File: src/rtl/int_dispatch_ctrl_pkg.sv
// Shared constants and types for the interrupt controller / dispatch sequencer.
package int_dispatch_ctrl_pkg;

    localparam int unsigned NUM_IRQ           = 5;
    localparam int unsigned PRIO_W            = 3;
    localparam int unsigned DISPATCH_WAIT_DEF = 2;

    localparam logic [3:0] PC_SEL_HOLD = 4'd0;
    localparam logic [3:0] PC_SEL_ZERO = 4'd4;
    localparam logic [3:0] PC_SEL_INT  = 4'd8;

    // Unimplemented IF bits read back as 1
    localparam logic [7:0] IF_RO_MASK = 8'hE0;

    typedef enum logic [2:0] {
        ST_IDLE,
        ST_WAIT,
        ST_PUSH_HI,
        ST_PUSH_LO,
        ST_JUMP
    } disp_state_e;

endpackage

File: src/rtl/int_dispatch_ctrl_prio_enc.sv
// Lowest-set-bit priority encoder over the pending interrupt requests.
module int_prio_enc
    import int_dispatch_ctrl_pkg::*;
(
    input  logic [NUM_IRQ-1:0] req,
    output logic [PRIO_W-1:0]  prio_c,
    output logic               valid_c
);

    always_comb begin
        prio_c  = '0;
        valid_c = 1'b0;
        for (int unsigned i = 0; i < NUM_IRQ; i++) begin
            if (req[i] && !valid_c) begin
                prio_c  = PRIO_W'(i);
                valid_c = 1'b1;
            end
        end
    end

endmodule

File: src/rtl/int_dispatch_ctrl.sv
// Interrupt controller: IE/IF/IME state, priority resolution and the
// dispatch sequence that pushes the PC and redirects it to the vector.
module int_dispatch_ctrl
    import int_dispatch_ctrl_pkg::*;
#(
    parameter int unsigned DISPATCH_WAIT = DISPATCH_WAIT_DEF
) (
    input  logic               clock,
    input  logic               reset,
    input  logic [NUM_IRQ-1:0] irq_in,
    input  logic               ie_wr,
    input  logic               if_wr,
    input  logic [7:0]         reg_wdata,
    output logic [7:0]         ie_out,
    output logic [7:0]         if_out,
    input  logic               ei_exec,
    input  logic               di_exec,
    input  logic               reti_exec,
    input  logic               instr_boundary,
    input  logic [15:0]        pc_in,
    output logic               push_req,
    output logic [7:0]         push_data,
    input  logic               push_ack,
    output logic               pc_sel_ovr_en,
    output logic [3:0]         pc_sel_ovr,
    output logic [PRIO_W-1:0]  int_active_prio,
    output logic               dispatch_busy,
    output logic               int_pending,
    output logic               ime_out
);

    localparam int unsigned WAIT_W = (DISPATCH_WAIT > 1) ? $clog2(DISPATCH_WAIT) : 1;
    localparam logic [WAIT_W-1:0] WAIT_INIT =
        (DISPATCH_WAIT > 0) ? WAIT_W'(DISPATCH_WAIT - 1) : '0;

    disp_state_e        state_q, state_nxt;
    logic [WAIT_W-1:0]  wait_cnt_q, wait_cnt_nxt;
    logic [15:0]        pc_lat_q, pc_lat_nxt;
    logic               vec_ok_q, vec_ok_nxt;
    logic [NUM_IRQ-1:0] if_q, if_nxt;
    logic [7:0]         ie_nxt;
    logic               ime_nxt, ei_pend_q, ei_pend_nxt;
    logic [PRIO_W-1:0]  prio_nxt;
    logic [NUM_IRQ-1:0] clr_mask;
    logic               accept;

    logic [NUM_IRQ-1:0] req;
    logic [PRIO_W-1:0]  req_prio_c;
    logic               req_valid_c;

    logic               push_req_nxt, pc_sel_ovr_en_nxt;
    logic [7:0]         push_data_nxt;
    logic [3:0]         pc_sel_ovr_nxt;

    assign req    = ie_out[NUM_IRQ-1:0] & if_q;
    assign if_out = IF_RO_MASK | 8'(if_q);

    int_prio_enc u_prio_enc (
        .req     (req),
        .prio_c  (req_prio_c),
        .valid_c (req_valid_c)
    );

    // Next-state, register update and next-output logic
    always_comb begin
        state_nxt    = state_q;
        wait_cnt_nxt = wait_cnt_q;
        pc_lat_nxt   = pc_lat_q;
        vec_ok_nxt   = vec_ok_q;
        prio_nxt     = int_active_prio;
        clr_mask     = '0;
        accept       = 1'b0;

        unique case (state_q)
            ST_IDLE: begin
                if (instr_boundary && ime_out && req_valid_c) begin
                    accept       = 1'b1;
                    prio_nxt     = req_prio_c;
                    pc_lat_nxt   = pc_in;
                    wait_cnt_nxt = WAIT_INIT;
                    state_nxt    = (DISPATCH_WAIT == 0) ? ST_PUSH_HI : ST_WAIT;
                end
            end
            ST_WAIT: begin
                if (wait_cnt_q == '0) begin
                    state_nxt = ST_PUSH_HI;
                end else begin
                    wait_cnt_nxt = wait_cnt_q - WAIT_W'(1);
                end
            end
            ST_PUSH_HI: begin
                if (push_ack) begin
                    vec_ok_nxt = req[int_active_prio];
                    state_nxt  = ST_PUSH_LO;
                end
            end
            ST_PUSH_LO: begin
                if (push_ack) begin
                    state_nxt = ST_JUMP;
                end
            end
            ST_JUMP: begin
                if (vec_ok_q) begin
                    clr_mask = NUM_IRQ'(1) << int_active_prio;
                end
                state_nxt = ST_IDLE;
            end
            default: state_nxt = ST_IDLE;
        endcase

        // EI takes effect one boundary late; DI always wins
        ime_nxt     = ime_out;
        ei_pend_nxt = ei_pend_q;
        if (ei_pend_q && instr_boundary) begin
            ime_nxt     = 1'b1;
            ei_pend_nxt = 1'b0;
        end
        if (ei_exec)   ei_pend_nxt = 1'b1;
        if (reti_exec) ime_nxt     = 1'b1;
        if (accept || di_exec) begin
            ime_nxt     = 1'b0;
            ei_pend_nxt = 1'b0;
        end

        ie_nxt = ie_wr ? reg_wdata : ie_out;
        if_nxt = ((if_wr ? reg_wdata[NUM_IRQ-1:0] : if_q) & ~clr_mask) | irq_in;

        push_req_nxt      = (state_nxt == ST_PUSH_HI) || (state_nxt == ST_PUSH_LO);
        push_data_nxt     = (state_nxt == ST_PUSH_HI) ? pc_lat_nxt[15:8] :
                            (state_nxt == ST_PUSH_LO) ? pc_lat_nxt[7:0]  : 8'h00;
        pc_sel_ovr_en_nxt = (state_nxt == ST_JUMP);
        pc_sel_ovr_nxt    = (state_nxt != ST_JUMP) ? PC_SEL_HOLD :
                            (vec_ok_nxt ? PC_SEL_INT : PC_SEL_ZERO);
    end

    always_ff @(posedge clock or negedge reset) begin
        if (!reset) begin
            state_q         <= ST_IDLE;
            wait_cnt_q      <= '0;
            pc_lat_q        <= '0;
            vec_ok_q        <= 1'b0;
            if_q            <= '0;
            ie_out          <= '0;
            ime_out         <= 1'b0;
            ei_pend_q       <= 1'b0;
            int_active_prio <= '0;
            push_req        <= 1'b0;
            push_data       <= '0;
            pc_sel_ovr_en   <= 1'b0;
            pc_sel_ovr      <= PC_SEL_HOLD;
            dispatch_busy   <= 1'b0;
            int_pending     <= 1'b0;
        end else begin
            state_q         <= state_nxt;
            wait_cnt_q      <= wait_cnt_nxt;
            pc_lat_q        <= pc_lat_nxt;
            vec_ok_q        <= vec_ok_nxt;
            if_q            <= if_nxt;
            ie_out          <= ie_nxt;
            ime_out         <= ime_nxt;
            ei_pend_q       <= ei_pend_nxt;
            int_active_prio <= prio_nxt;
            push_req        <= push_req_nxt;
            push_data       <= push_data_nxt;
            pc_sel_ovr_en   <= pc_sel_ovr_en_nxt;
            pc_sel_ovr      <= pc_sel_ovr_nxt;
            dispatch_busy   <= (state_nxt != ST_IDLE);
            int_pending     <= |(ie_nxt[NUM_IRQ-1:0] & if_nxt);
        end
    end

endmodule

File: config.mk
export PLATFORM = sky130hd
export DESIGN_NAME = int_dispatch_ctrl
export DESIGN_NICKNAME = d
export VERILOG_FILES = /design/src/rtl/int_dispatch_ctrl_pkg.sv /design/src/rtl/int_dispatch_ctrl_prio_enc.sv /design/src/rtl/int_dispatch_ctrl.sv
export SDC_FILE = /design/constraint.sdc
export NUM_CORES = 1
export LEC_CHECK = 0
export ABC_AREA = 1
export ABC_CLOCK_PERIOD_IN_PS = 1800
export BUFFER_PORTS_ARGS = -buffer_cell sky130_fd_sc_hd__buf_2
export CORE_MARGIN = 2
export CORE_UTILIZATION = 38
export DETAILED_ROUTE_END_ITERATION = 6
export GPL_TIMING_DRIVEN = 0
export PLACE_DENSITY = 0.72
export SETUP_SLACK_MARGIN = 0.2
export SYNTH_ARGS = -nofsm -noshare
export SYNTH_HDL_FRONTEND = slang
export SYNTH_HIERARCHICAL = 1
export SYNTH_SLANG_ARGS = --single-unit
File: constraint.sdc
create_clock -name clock -period 1.8 [get_ports clock]
set_clock_uncertainty 0.1 [all_clocks]
set_input_delay 0.45 -clock clock [delete_from_list [all_inputs] [get_ports clock]]
set_output_delay 0.45 -clock clock [all_outputs]
set_load 0.01 [all_outputs]
### Word level (Yosys, flattened, before mapping)

Cells that the tools add are included.

* word-level logic and storage cells: 93
* flip-flop bits (word level): 55
* input port bits: 38
* output and inout port bits: 36

* bitwise gates (word level): 5
* shift operators: 1
* multiplexer cells: 39
* magnitude comparators: 1
* reductions and logical operators: 21
* equal/unequal tests: 9
* add/subtract/negate cells: 1

Operators by type and width (count)
* $mux 16: 2
* $mux 5: 4
* $mux 1: 19
* $mux 8: 2
* $and 5x5->5: 3
* $mux 3: 5
* $eq 3x2->1 const B: 4
* $pmux 3 s4: 1
* $reduce_bool 3->1: 3
* $mux 4: 2
* $logic_and 1x1->1: 7
* $eq 3x3->1 const B: 2
* $not 5->5: 1
* $or 5x5->5: 1
* $reduce_or 5->1: 1
* $shl 1x3->5 const A: 1
* $logic_not 1->1: 4
* $lt 3x4->1 const B: 1
* $mux 2: 2
* $reduce_and 2->1: 2
* $bmux 1 s3: 1
* $eq 3x1->1 const B: 1
* $logic_not 3->1: 1
* $ne 3x3->1 const B: 1
* 5 further kinds: 6

### Logic depth before layout (Yosys ltp)

* word-level depth: 20
* depth in mapped cells: 10
* gate-level depth less buffers: 10

### By module

Netlist, hierarchy kept.

By module, submodules not included
* int_dispatch_ctrl: cells an instance 271, sequential area each 1326.3 um^2, area each 2456.1 um^2, times used 1
* int_prio_enc: cells an instance 11, sequential area each 0.0 um^2, area each 47.5 um^2, times used 1

### Least setup slack after synthesis

No wires, ideal clock.

* kind: reg-to-reg
* start: register if_q[3]
* end: register dispatch_busy
* setup time: 123 ps
* period minus slack after synthesis: 1594 ps
* required time: 1577 ps
* buffers on the path: 0
* data arrival time: 1371 ps
* cell stages (with the launch flop): 11
* path slack: 206 ps
* path through: dfrtp_1 -> nand2_1 -> inv_1 -> nor2_2 -> nand3_1 -> nand4_4 -> nand2_1 -> nor2_8 -> inv_4 -> nor2_2 -> o21ai_1

* cells in the longest elaborated chain, start to end: 10

RTL lines
* from (decl): RTL line int_dispatch_ctrl.sv:40 `logic [NUM_IRQ-1:0] if_q, if_nxt;`
* from (signal assigned): RTL line int_dispatch_ctrl.sv:158 `if_q <= if_nxt;`
* $and 5x5->5 *: RTL line int_dispatch_ctrl.sv:55 `assign req = ie_out[NUM_IRQ-1:0] & if_q;`
* named net req[3]: RTL line int_dispatch_ctrl.sv:47 `logic [NUM_IRQ-1:0] req;`
* $logic_and 1x1->1 *: RTL line int_dispatch_ctrl_prio_enc.sv:14 `if (req[i] && !valid_c) begin`
* $mux 1 *: RTL line int_dispatch_ctrl_prio_enc.sv:14
* $logic_not 1->1: RTL line int_dispatch_ctrl_prio_enc.sv:14
* $logic_and 1x1->1: RTL line int_dispatch_ctrl_prio_enc.sv:14
* $mux 1 *: RTL line int_dispatch_ctrl_prio_enc.sv:14
* named net req_valid_c: RTL line int_dispatch_ctrl.sv:49 `logic req_valid_c;`
* $logic_and 1x1->1 *: RTL line int_dispatch_ctrl.sv:76 `if (instr_boundary && ime_out && req_valid_c) begin`
* $mux 3 *: RTL line int_dispatch_ctrl.sv:76
* $pmux 3 s4 *: RTL line int_dispatch_ctrl.sv:74 `unique case (state_q)`
* named net state_nxt[0]: RTL line int_dispatch_ctrl.sv:36 `disp_state_e state_q, state_nxt;`
* $reduce_bool 3->1 *: RTL line int_dispatch_ctrl.sv:167 `dispatch_busy <= (state_nxt != ST_IDLE);`
* to (signal assigned): RTL line int_dispatch_ctrl.sv:167
* to (decl): RTL line int_dispatch_ctrl.sv:27 `output logic dispatch_busy,`

Mark *: on every way through the listed nets, which the timed path passes. The rest lies on a longest branch.
A chain may end at the register's enable or synchronous reset.

### Worst setup path in the final report

* start: register state_q[2]
* end: register push_data[4]

* elaborated cells on any way between the ends: 14
* classes of those cells: eq/ne: 5; mux: 8; reduce/logical: 1

RTL lines
* from (decl): RTL line int_dispatch_ctrl.sv:36
* from (signal assigned): RTL line int_dispatch_ctrl.sv:154 `state_q <= state_nxt;`
* $logic_not 3->1: RTL line int_dispatch_ctrl.sv:74
* $mux 16: RTL line int_dispatch_ctrl.sv:74
* named net pc_lat_nxt[4]: RTL line int_dispatch_ctrl.sv:38 `logic [15:0] pc_lat_q, pc_lat_nxt;`
* $mux 8: RTL line int_dispatch_ctrl.sv:130 `(state_nxt == ST_PUSH_LO) ? pc_lat_nxt[7:0] : 8'h00;`
* $mux 8: RTL line int_dispatch_ctrl.sv:129 `push_data_nxt = (state_nxt == ST_PUSH_HI) ? pc_lat_nxt[15:8] :`
* named net push_data_nxt[4]: RTL line int_dispatch_ctrl.sv:52 `logic [7:0] push_data_nxt;`
* to (signal assigned): RTL line int_dispatch_ctrl.sv:164 `push_data <= push_data_nxt;`
* to (decl): RTL line int_dispatch_ctrl.sv:22 `output logic [7:0] push_data,`

The timed path passes the listed nets, and every way through them passes these cells.

==> summary.txt <==
Synthesis
  – Cells after synthesis: 282
  – Cell types occupying the most area after synthesis: dfrtp_1 53%, nand2_1 11%, inv_1 7.6%
  – Mean post-synth cell area: 8.878 um^2
  – Top cell type by total area after synthesis: dfrtp_1
  – Fraction of synthesis flops using an asynchronous set or reset pin: 100.0%
  – Number of synthesized register bits: 53
  – Post-synthesis cell type count: 27
  – Yosys warnings: 6
  – Post-synth EDFFs: 0
  – Top flip-flop cell by instance count after synthesis: dfrtp_1
  – Share of synthesized area occupied by flip-flops and latches: 52.97%
  – Post-synthesis instance area: 2504 um^2
  – Proportion of netlist area held by the largest area contributor: 52.97%

Timing
  – Min cycle time layout: 1.582 ns
  – Count of final max-slew check failures: 0
  – Total of endpoints with negative setup slack in the final report: 0
  – Peak clock frequency supported by timing: 632.3 MHz
  – Post-route worst hold slack: 0.2470 ns
  – Hold Fails Final Rpt: 0
  – Final period utilization: 87.86%
  – Slew margin rel.: 21.92%
  – RSZ-0062 raised after global routing: true
  – Slew at the pin closest to its max-slew limit: 1.171 ns
  – Summed negative setup slack over all endpoints: 0 ns

Placed design
  – Half-perimeter wire length after detailed placement: 3756 um
  – Input/output buffers: 66
  – Placed Cells: 428
  – Routability Congestion: 0.7934

GRT
  – Wire length of the first global-routing pass: 8990 um
  – Pin count of the biggest net entering global routing: 54
  – Global routing usage on met2: 26.49%
  – Number of antenna violations at the first check in global routing: 0
  – Vias in the first global route: 2017
  – Routing usage on met1: 19.65%
  – Global routing met3 resource utilization: 3.696%
  – Global route overflow: 0
  – Overall track demand over capacity in global routing: 15.53%
  – Layer with the highest usage: met2

Drt
  – Remaining DRCs: 0
  – Wirelength, routed: 5429 um
  – Detailed-route wire length per cell: 11.98 um
  – Count of TritonRoute iterations in the first routing pass: 4
  – Remaining antenna violation count after routing: 0
  – Detailed-route via count: 2062
  – Drt via density: 4.552
  – Violation count after the first detailed-routing iteration: 87

Setup path
  – Crit. End Element: flop
  – CP max FO: 8
  – Maximum single-stage delay on the critical path: 0.48 ns
  – Required time of the critical path: 1.96 ns
  – CP max stage cell: dfrtp_2
  – Launch point of the worst reg-to-reg path: state_q[2]
  – Startpoint types: flop
  – Critical path, cell by cell: nor2_2 > nand4_4 > buf_8 > buf_12 > o21ai_2 > nand2_1 > nand2_1
  – Data arrival time of the critical path: 1.74 ns
  – Endpoint of the worst setup timing path: push_data[4]
  – Number of cells on the worst reg-to-reg path: 7
  – Reg-to-reg endpoint: push_data[4]
  – Flop2flop setup slack: 0.22 ns
  – Origin of the worst setup path: state_q[2]
  – Setup Crit Path Kind: reg -> reg
  – CP dominant cell by count: nand2_1

Clock tree
  – Register clock-pin slew on the reported worst setup and hold paths: 0.10 ns
  – H-tree level count: 2
  – Clk sink count: 53
  – Clock tree root driver cell: clkbuf_8
  – Insertion delay of the later-clocked pin in the worst-skew pair: 0.31 ns
  – Hold bufs inserted after CTS: 0
  – TritonCTS clock tree: done
  – Number of buffers between clock root and the deepest sink: 2
  – Number of buffers added by the clock tree synthesis step: 5

Power
  – Leak pwr: 1.838 nW
  – Post-route total power: 4.407 mW
  – Worst voltage drop across the vdd grid: 0.5006 mV
  – Power density normalized to cell area: 1326 nW/um^2

Floorplanning
  – Initial core utilization: 39.43%
  – Die Area: 7254 um^2
  – Core area: 6350 um^2
  – Die Height: 85.17 um
  – Row count: 29
  – IO Count: 74
  – Horizontal extent of the die: 85.17 um

Hold path
  – Kind of path behind the tightest hold check: in -> reg
  – Worst hold stages: 3

Final layout
  – Area growth syn-to-layout: 32.78%
  – Number of cells in the finished layout apart from fillers: 453
  – Util after Layout: 52.35%
  – Most common cell after layout, fill and taps aside: nand2_1
  – Top library cells by usage in the layout, fill and taps aside: 68 x nand2_1, 67 x buf_2, 51 x dfrtp_1
  – Fraction of final layout cells with drive strength greater than 1: 40.96%
  – Total number of nets in the final design: 413
  – Ant. Diodes: 0

Status
  – Outcome: finished, final reports clean

Run
  – Number of maximum-capacitance constraint violations: 0
logic make-up (layout without fill, tap and decap cells):
family	count (synthesis)	count (layout)	share of synthesized area [%]
buf+inv	63	153	11.14
other cells	2	5	0.3000
simple gates	118	119	22.14
mux	7	7	3.149
compound gates	39	39	10.29
flops	53	53	52.97
how the worst min path moves through the flow:
stage / endpoint / from
global placement: pc_lat_q[9] / pc_lat_q[9]
global route: if_q[4] / irq_in[4]
detailed placement: pc_lat_q[13] / pc_lat_q[13]
CTS: if_q[3] / irq_in[3]
finish: if_q[3] / irq_in[3]
floorplan: dispatch_busy / reset
layer usage:
metal | vias up | share of wire (%)
li1 | 1050 | -
met1 | 958 | 44
met2 | 50 | 50
met3 | 4 | 4.5
met4 | 0 | 0.94
met5 | - | 0
power breakdown:
part	total, mW	switching (mW)	internal [mW]
clock network	0.955	0.402	0.553
registers	1.75	0.205	1.55
logic	1.70	0.981	0.719
total	4.41	1.59	2.82
worst max-delay path: cells and delay by family (launching register included):
kind | cells | cell delay [ns]
and+or+nand+nor | 4 | 0.51
DFF | 1 | 0.48
buffers and inverters | 2 | 0.33
AOI/OAI and AO/OA | 1 | 0.11
registers in the layout, summed over array words and instances (netlist names):
register and flops:
ei_pend_q 1, pc_lat_q 16, int_pending 1, pc_sel_ovr 2
state_q 3, int_active_prio 3, ie_out 8, push_req 1
push_data 8, vec_ok_q 1, pc_sel_ovr_en 1, ime_out 1
if_q 5, dispatch_busy 1, wait_cnt_q 1
through the flow:
step | cell area, um^2 | worst slack [ns]
after global routing | 3324 | 0.1136
after global placement | 2942 | 0.09651
after floorplan | 2515 | 0.2059
after detailed placement | 2942 | 0.08756
after CTS | 3127 | 0.1730
final | 3324 | 0.2185
area by class of cell:
cell class / instances / area [um^2]
fill: 582 / 3025
sequential: 53 / 1329
multi-input combinational: 170 / 997.2
timing repair buffer: 82 / 475.5
inverter: 52 / 197.7
tap: 77 / 96.34
buffer: 11 / 95.09
clock buffer: 5 / 68.82
clock inverter: 3 / 65.06
timing repair:
action                                  4_1_cts  5_1_grt
hold endpoints to repair                      0        0
pin swaps                                     3       12
setup buffers                                 2       14
gates resized for setup                       7       24
gates cloned                                  1        0
endpoints found under the setup margin       12       33
synth_stat cells (2+ instances only):
| cell type | instances |
|---|---|
| nand2_1 | 74 |
| dfrtp_1 | 53 |
| inv_1 | 51 |
| nor2_1 | 17 |
| o21ai_2 | 16 |
| a21oi_1 | 11 |
| nand3_1 | 11 |
| o21ai_0 | 9 |
| mux2_2 | 7 |
| buf_4 | 6 |
| nor2_2 | 4 |
| buf_2 | 2 |
| buf_6 | 2 |
| conb_1 | 2 |
| nand4_1 | 2 |
| nor3_1 | 2 |
| nor3_2 | 2 |
| o22ai_1 | 2 |
Power figures use the tool's default switching activity.
